`src/rtl/regfile_writeback_queue.sv`:
```
// Register-file write-back queue.
// Buffers register-write results and retires them in arrival order through the
// single regfile write port, one write per cycle. Two snoop ports forward the
// youngest pending value for a register so readers never see stale data.
module regfile_writeback_queue #(
  parameter int width = 32,
  parameter int DEPTH = 4
) (
  input  logic                     clk,
  input  logic                     reset,
  input  logic                     in_valid,
  output logic                     in_ready,
  input  logic [4:0]               in_addr,
  input  logic [width-1:0]         in_data,
  input  logic                     wb_hold,
  output logic [4:0]               W_addr,
  output logic [width-1:0]         W_data,
  output logic                     wr_enable,
  input  logic [4:0]               A_addr,
  input  logic [4:0]               B_addr,
  output logic                     A_fwd_hit,
  output logic [width-1:0]         A_fwd_data,
  output logic                     B_fwd_hit,
  output logic [width-1:0]         B_fwd_data,
  output logic [$clog2(DEPTH):0]   count,
  output logic                     empty,
  output logic                     full
);

  localparam int PTR_W = $clog2(DEPTH);
  localparam int CNT_W = PTR_W + 1;

  // Entry payload and bookkeeping
  logic [4:0]       addr_mem [DEPTH];
  logic [width-1:0] data_mem [DEPTH];
  logic [DEPTH-1:0] valid_q;
  logic [PTR_W-1:0] head_q;
  logic [PTR_W-1:0] tail_q;
  logic [CNT_W-1:0] count_q;

  logic accept;
  logic enq;
  logic deq;

  // Status flags come straight from the registered count
  assign empty    = (count_q == '0);
  assign full     = (count_q == CNT_W'(DEPTH));
  assign count    = count_q;
  assign in_ready = !full;

  // Writes to $zero complete the handshake but are dropped here
  assign accept    = in_valid && in_ready;
  assign enq       = accept && (in_addr != 5'd0);
  assign wr_enable = !empty && !wb_hold;
  assign deq       = wr_enable;

  // Regfile port is driven from the head entry's storage, zero when idle
  assign W_addr = empty ? 5'd0 : addr_mem[head_q];
  assign W_data = empty ? '0 : data_mem[head_q];

  // Payload storage: written at the tail on every enqueue
  // NOTE: the payload arrays are deliberately not reset; the valid bits and
  // count already mark every slot as dead after reset, and leaving memories
  // out of the reset tree lets them map onto plain storage.
  always_ff @(posedge clk) begin
    if (enq) begin
      addr_mem[tail_q] <= in_addr;
      data_mem[tail_q] <= in_data;
    end
  end

  // Pointer, count and valid-bit state; reset discards all pending writes
  // NOTE: sequential state uses non-blocking assignments only, so every
  // right-hand side sees the pre-edge value regardless of statement order.
  always_ff @(posedge clk or negedge reset) begin
    if (!reset) begin
      head_q  <= '0;
      tail_q  <= '0;
      count_q <= '0;
      valid_q <= '0;
    end else begin
      if (deq) begin
        head_q          <= head_q + PTR_W'(1);
        valid_q[head_q] <= 1'b0;
      end
      if (enq) begin
        tail_q          <= tail_q + PTR_W'(1);
        valid_q[tail_q] <= 1'b1;
      end
      count_q <= count_q + CNT_W'(enq) - CNT_W'(deq);
    end
  end

  // Snoop both read addresses; scanning oldest to youngest lets the youngest
  // match overwrite older ones, which preserves same-register write ordering
  // NOTE: every output of this block gets a default first so no latch is
  // inferred when no entry matches.
  always_comb begin
    A_fwd_hit  = 1'b0;
    A_fwd_data = '0;
    B_fwd_hit  = 1'b0;
    B_fwd_data = '0;
    for (int i = 0; i < DEPTH; i++) begin
      if (valid_q[head_q + PTR_W'(i)] && (A_addr != 5'd0) &&
          (addr_mem[head_q + PTR_W'(i)] == A_addr)) begin
        A_fwd_hit  = 1'b1;
        A_fwd_data = data_mem[head_q + PTR_W'(i)];
      end
      if (valid_q[head_q + PTR_W'(i)] && (B_addr != 5'd0) &&
          (addr_mem[head_q + PTR_W'(i)] == B_addr)) begin
        B_fwd_hit  = 1'b1;
        B_fwd_data = data_mem[head_q + PTR_W'(i)];
      end
    end
  end

endmodule

```
`config.mk`:
```
export PLATFORM = sky130hd
export DESIGN_NAME = regfile_writeback_queue
export DESIGN_NICKNAME = d
export VERILOG_FILES = /design/src/rtl/regfile_writeback_queue.sv
export SDC_FILE = /design/constraint.sdc
export NUM_CORES = 1
export LEC_CHECK = 0
export CORE_ASPECT_RATIO = 1.5
export CORE_MARGIN = 4
export CORE_UTILIZATION = 29
export DETAILED_ROUTE_END_ITERATION = 6
export HOLD_SLACK_MARGIN = 0.15
export SLEW_MARGIN = 20
export SYNTH_ARGS = -nofsm -noshare
export SYNTH_HDL_FRONTEND = slang
export SYNTH_SLANG_ARGS = --single-unit
```
`constraint.sdc`:
```
create_clock -name clk -period 4.49 [get_ports clk]
set_input_delay 0.449 -clock clk [delete_from_list [all_inputs] [get_ports clk]]
set_output_delay 0.449 -clock clk [all_outputs]
set_load 0.1 [all_outputs]
```
# Word-level counts from Yosys, hierarchy flattened
# Memory sizes are Yosys's and may differ from the RTL's.
# Cells that the tools add are included.
# word_totals
memories	2
input_bits	51
output_inout_bits	110
reg_bits	11
ram_bits	148
# mem_list
name	depth	width	rd	rd_ports_with_merged_regs	wr	line	rtl
data_mem	4	32	4	0	1	35	logic [width-1:0] data_mem [DEPTH];
addr_mem	4	5	4	0	1	34	logic [4:0] addr_mem [DEPTH];
# classes
n_eq_ne	9
muxes	34
bitwise_logic	3
add_sub_neg	6
reduce_logical	28
order_cmp	7
# op_table
op	n
two-way mux 32 bit	9
== test 5 bit	8
logical AND 1 bit	21
two-way mux 1 bit	16
less-than comparator 2 x 3 -> 1 bit (second input constant)	5
nonzero test 5 bit	3
binary-select mux 1 bit (select 2 bit)	4
two-way mux 4 bit	2
two-way mux 5 bit	1
adder 2 x 1 -> 2 bit (second input constant)	2
adder 2 bit (second input constant)	2
AND 4 bit	1
demux 1 bit (select 2 bit)	2
greater-or-equal comparator 2 x 1 -> 1 bit (second input constant)	2
inverter 4 bit	1
bitwise OR 4 bit	1
adder 3 x 1 -> 3 bit	1
== test 3 bit (second input constant)	1
zero test 1 bit	3
zero test 3 bit	1
subtractor 3 x 1 -> 3 bit	1

# Longest topological paths before layout
# logic_depth
word_depth	9
ltp_mapped	18
depth_no_buf	11

# Least setup slack after synthesis
# Ideal clock, no wire load.
# synth_timing
path_kind	register -> output
startpoint	register head_q[1]
endpoint	output port A_fwd_data[0]
arrival_ns	5.389
required_time_ns	4.041
slack_ns	-1.348
stages_incl_launch_ff	16
path_cell_list	dfrtp_1 > clkbuf_8 > buf_2 > buf_6 > clkbuf_1 > inv_1 > ha_1 > buf_2 > buf_6 > mux4_1 > xnor2_1 > nand4_1 > nor2_2 > clkbuf_1 > nor3_1 > a211oi_1
# synth_via
elab_chain_cells	8
word_cells_on_any_way	29
cone_classes	add/sub (3); eq/ne (4); mux (12); reduce/logical (8); memory (2)
# synth_lines
element	line	rtl
from (decl)	37	logic [PTR_W-1:0] head_q;
from (signal assigned)	83	head_q <= head_q + PTR_W'(1);
parallel branches: the longest is 7 deep, another holds memory (4 x 5 bit)	-	
two-way mux 32 bit (*)	104	if (valid_q[head_q + PTR_W'(i)] && (A_addr != 5'd0) &&
to (decl)	22	output logic [width-1:0] A_fwd_data,
# Mark *: on every way between the ends. The select of a mux whose other input is x is not followed.

# Worst setup path in the final report
# layout_timing
startpoint	register head_q[0]
endpoint	output port B_fwd_data[21]
# layout_via
elab_chain_cells	8
word_cells_on_any_way	29
cone_classes	add/sub (3); eq/ne (4); mux (12); reduce/logical (8); memory (2)
# layout_lines
element	line	rtl
parallel branches: the longest is 7 deep, another holds memory (4 x 5 bit)	-	
two-way mux 32 bit (*)	109	if (valid_q[head_q + PTR_W'(i)] && (B_addr != 5'd0) &&
to (decl)	24	output logic [width-1:0] B_fwd_data,
# Marked as above.

==> results.ini <==
[run_status]
status=finished, final reports clean

[drt]
firstDrtPassIters=5
wl_per_cell_um=23.1
routed_wl_um=35400
top_layer=met5
route.met3.wl_um=1510
drtIter0Drc=549
ant_nets=0
drt-vias-per-instance=5.42
drt-met1-wl_um=13600
dr_total_vias=8290
drc=0
dr_wl_met2_um=19200

[floorplan]
start_util=0.293
die-area_um2=44900
rows=91
die_w_um=174
core_um2=41100
pin_count=161
chipHeight_um=257

[cells_and_area]
multi_input_area_um2=7120
layout_commonest_cell=edfxtp_1
drive_gt1_frac=0.410
num_antenna_cells=0
final_util=0.386
register_area_um2=4730
nets=1021
layout_common_cells=148 x edfxtp_1, 136 x mux4_2, 98 x nand2_1, 73 x buf_12, 72 x clkdlybuf4s50_1
stdcell_area_um2=15800
area_growth_pct=31.7
fillers=3754

[critical_path]
crit_type=reg -> out
cp-end-kind=output pin
cp-start-kind=flop
crit_slowest_cell=mux4_2
worstPathCellList=inv_8, ha_4, mux4_2, xnor2_1, nand4_2, nor2_4, buf_4, a221oi_2, o31ai_4, buf_12
cp.arrival_ns=3.83
worstPathRequired_ns=4.04
cpPeakStageDelay_ns=0.62
worstPathMaxFanout=19

[grt]
grt_antenna_before_repair=1
grt_pass1_wl_um=53000
grt_overflow=0
grt_max_degree=64
grt_pass1_vias=8583
grt_usage=0.156

[clock_network]
cts_hold_buf=0
cts_inserted_buffers=17
cts-htree-levels=4
clk_latency_ns=0.44
clock_path_buffers=2
cts.sinks=159
root_buffer=clkbuf_16
path_clk_slew_ns=0.06
cts_tree=built

[synth]
ys_seq_area_frac=0.392
ys_warn_count=0
synth_edf_count=148
synthArstFlopShare=0.0692
ys_ff_latch=159
synthFlopType=edfxtp_1
syn_area_um2=12000
yosysUniqueCellTypes=61
syn_area_per_cell_um2=14.5
synthCells=829
syn_nets=891

[timing]
tightest_slew_ns=1.01
setup_viol=0
hold_viol_final=0
slew_headroom=0.326
fin_crit_sh=0.954
fmax_mhz=233
drv_slew=0
period_minus_slack_ns=4.28
skew_ns=0.00550
rsz0062_at_grt=false

[placed_design]
placed_area_um2=15100
port_buffers=160
dp_hpwl_um=24400
place_congestion=0.813

[hold_path]
hold_class=in -> async

[job]
max_cap_violations=0

-- cells by family (layout without fill, tap and decap cells) --
| logic type | count (synthesis) | after routing | synth area share |
|---|---|---|---|
| adders and majority gates | 11 | 11 | 0.0121 |
| DFF | 159 | 159 | 0.392 |
| buffers and inverters | 96 | 239 | 0.0526 |
| and+or+nand+nor | 223 | 223 | 0.0886 |
| AOI/OAI and AO/OA | 113 | 113 | 0.109 |
| xor gates and xnor gates | 44 | 44 | 0.0327 |
| muxes | 183 | 183 | 0.313 |
-- metrics by stage --
stage	hold WS, ns	TNS (ns)	std cells	setup slack, ns
after detailed placement	0.540	0	1494	0.489
after CTS	0.356	0	1526	0.0197
after global placement	0.519	0	1494	0.537
after global routing	0.391	0	1530	0.0309
after floorplan	0.153	-0.727	829	-0.353
final	0.368	0	1530	0.207
-- layer usage --
layer	up-vias	global-route usage
li1	3654	-
met1	4329	0.182
met2	237	0.281
met3	68	0.0306
met4	2	0.0641
met5	-	0
-- final timing paths --
path	cells after the start	slack [ns]	from	to
worst max-delay path	10	0.21	head_q[0]	B_fwd_data[21]
worst min-delay path	1	0.37	reset	count[0]
worst max register to register	9	1.97	count[1]	count[2]
worst min register to register	1	0.56	valid_q[2]	valid_q[2]
max in group asynchronous	1	3.71	reset	head_q[1]
min in group clk	1	0.56	valid_q[2]	valid_q[2]
-- flip-flops by register name, summed over array words and instances, names as in the netlist --
name      flops
data_mem    128
tail_q        2
head_q        2
addr_mem     20
valid_q       4
count         3
-- critical path, delay by kind of cell (launching register included) --
family	cells	cell delay (ns)
adder cells (fa/ha/maj)	1	0.47
AO/OA/AOI/OAI	2	0.50
AND/OR/NAND/NOR	2	0.36
flip-flops	1	0.45
buffers and inverters	3	0.65
XOR/XNOR	1	0.28
multiplexers	1	0.62
-- cell usage after synthesis, types with 4 or more instances --
cell	n	area [µm²]
nor2b_1	32	200
nor3_1	7	35.0
mux2i_1	31	310
xor2_1	4	35.0
dfrtp_1	11	275
ha_1	10	125
buf_6	9	101
nor2_1	43	161
inv_1	12	45.0
o221ai_2	10	150
xnor2_1	39	342
o21ai_0	5	25.0
o221ai_1	17	149
clkbuf_1	36	135
mux4_1	14	368
nand4_1	6	37.5
buf_4	8	60.1
a211oi_1	4	30.0
o31ai_2	28	350
nand3_1	12	60.1
and2_1	4	25.0
nand2_1	98	368
a221oi_2	28	420
buf_12	6	120
mux4_2	136	3060
a21o_1	4	30.0
buf_2	15	75.1
edfxtp_1	148	4440
-- area by class of cell --
| cell class | count | share of cell area |
|---|---|---|
| repair buffers | 195 | 0.164 |
| clock buffers | 22 | 0.0293 |
| flip-flops and latches | 159 | 0.298 |
| inverters | 12 | 0.00332 |
| clock inverters | 10 | 0.0118 |
| multi-input cells | 574 | 0.449 |
| well taps | 558 | 0.0441 |
-- what timing repair did --
action                                  4_1_cts  5_1_grt
gates resized for setup                       1        7
setup buffers                                 0        4
endpoints found under the setup margin        1       65
pin swaps                                     0        2
Power is not shown: default switching activity piles up to over one toggle a cycle in this logic, so the estimate is an artifact.
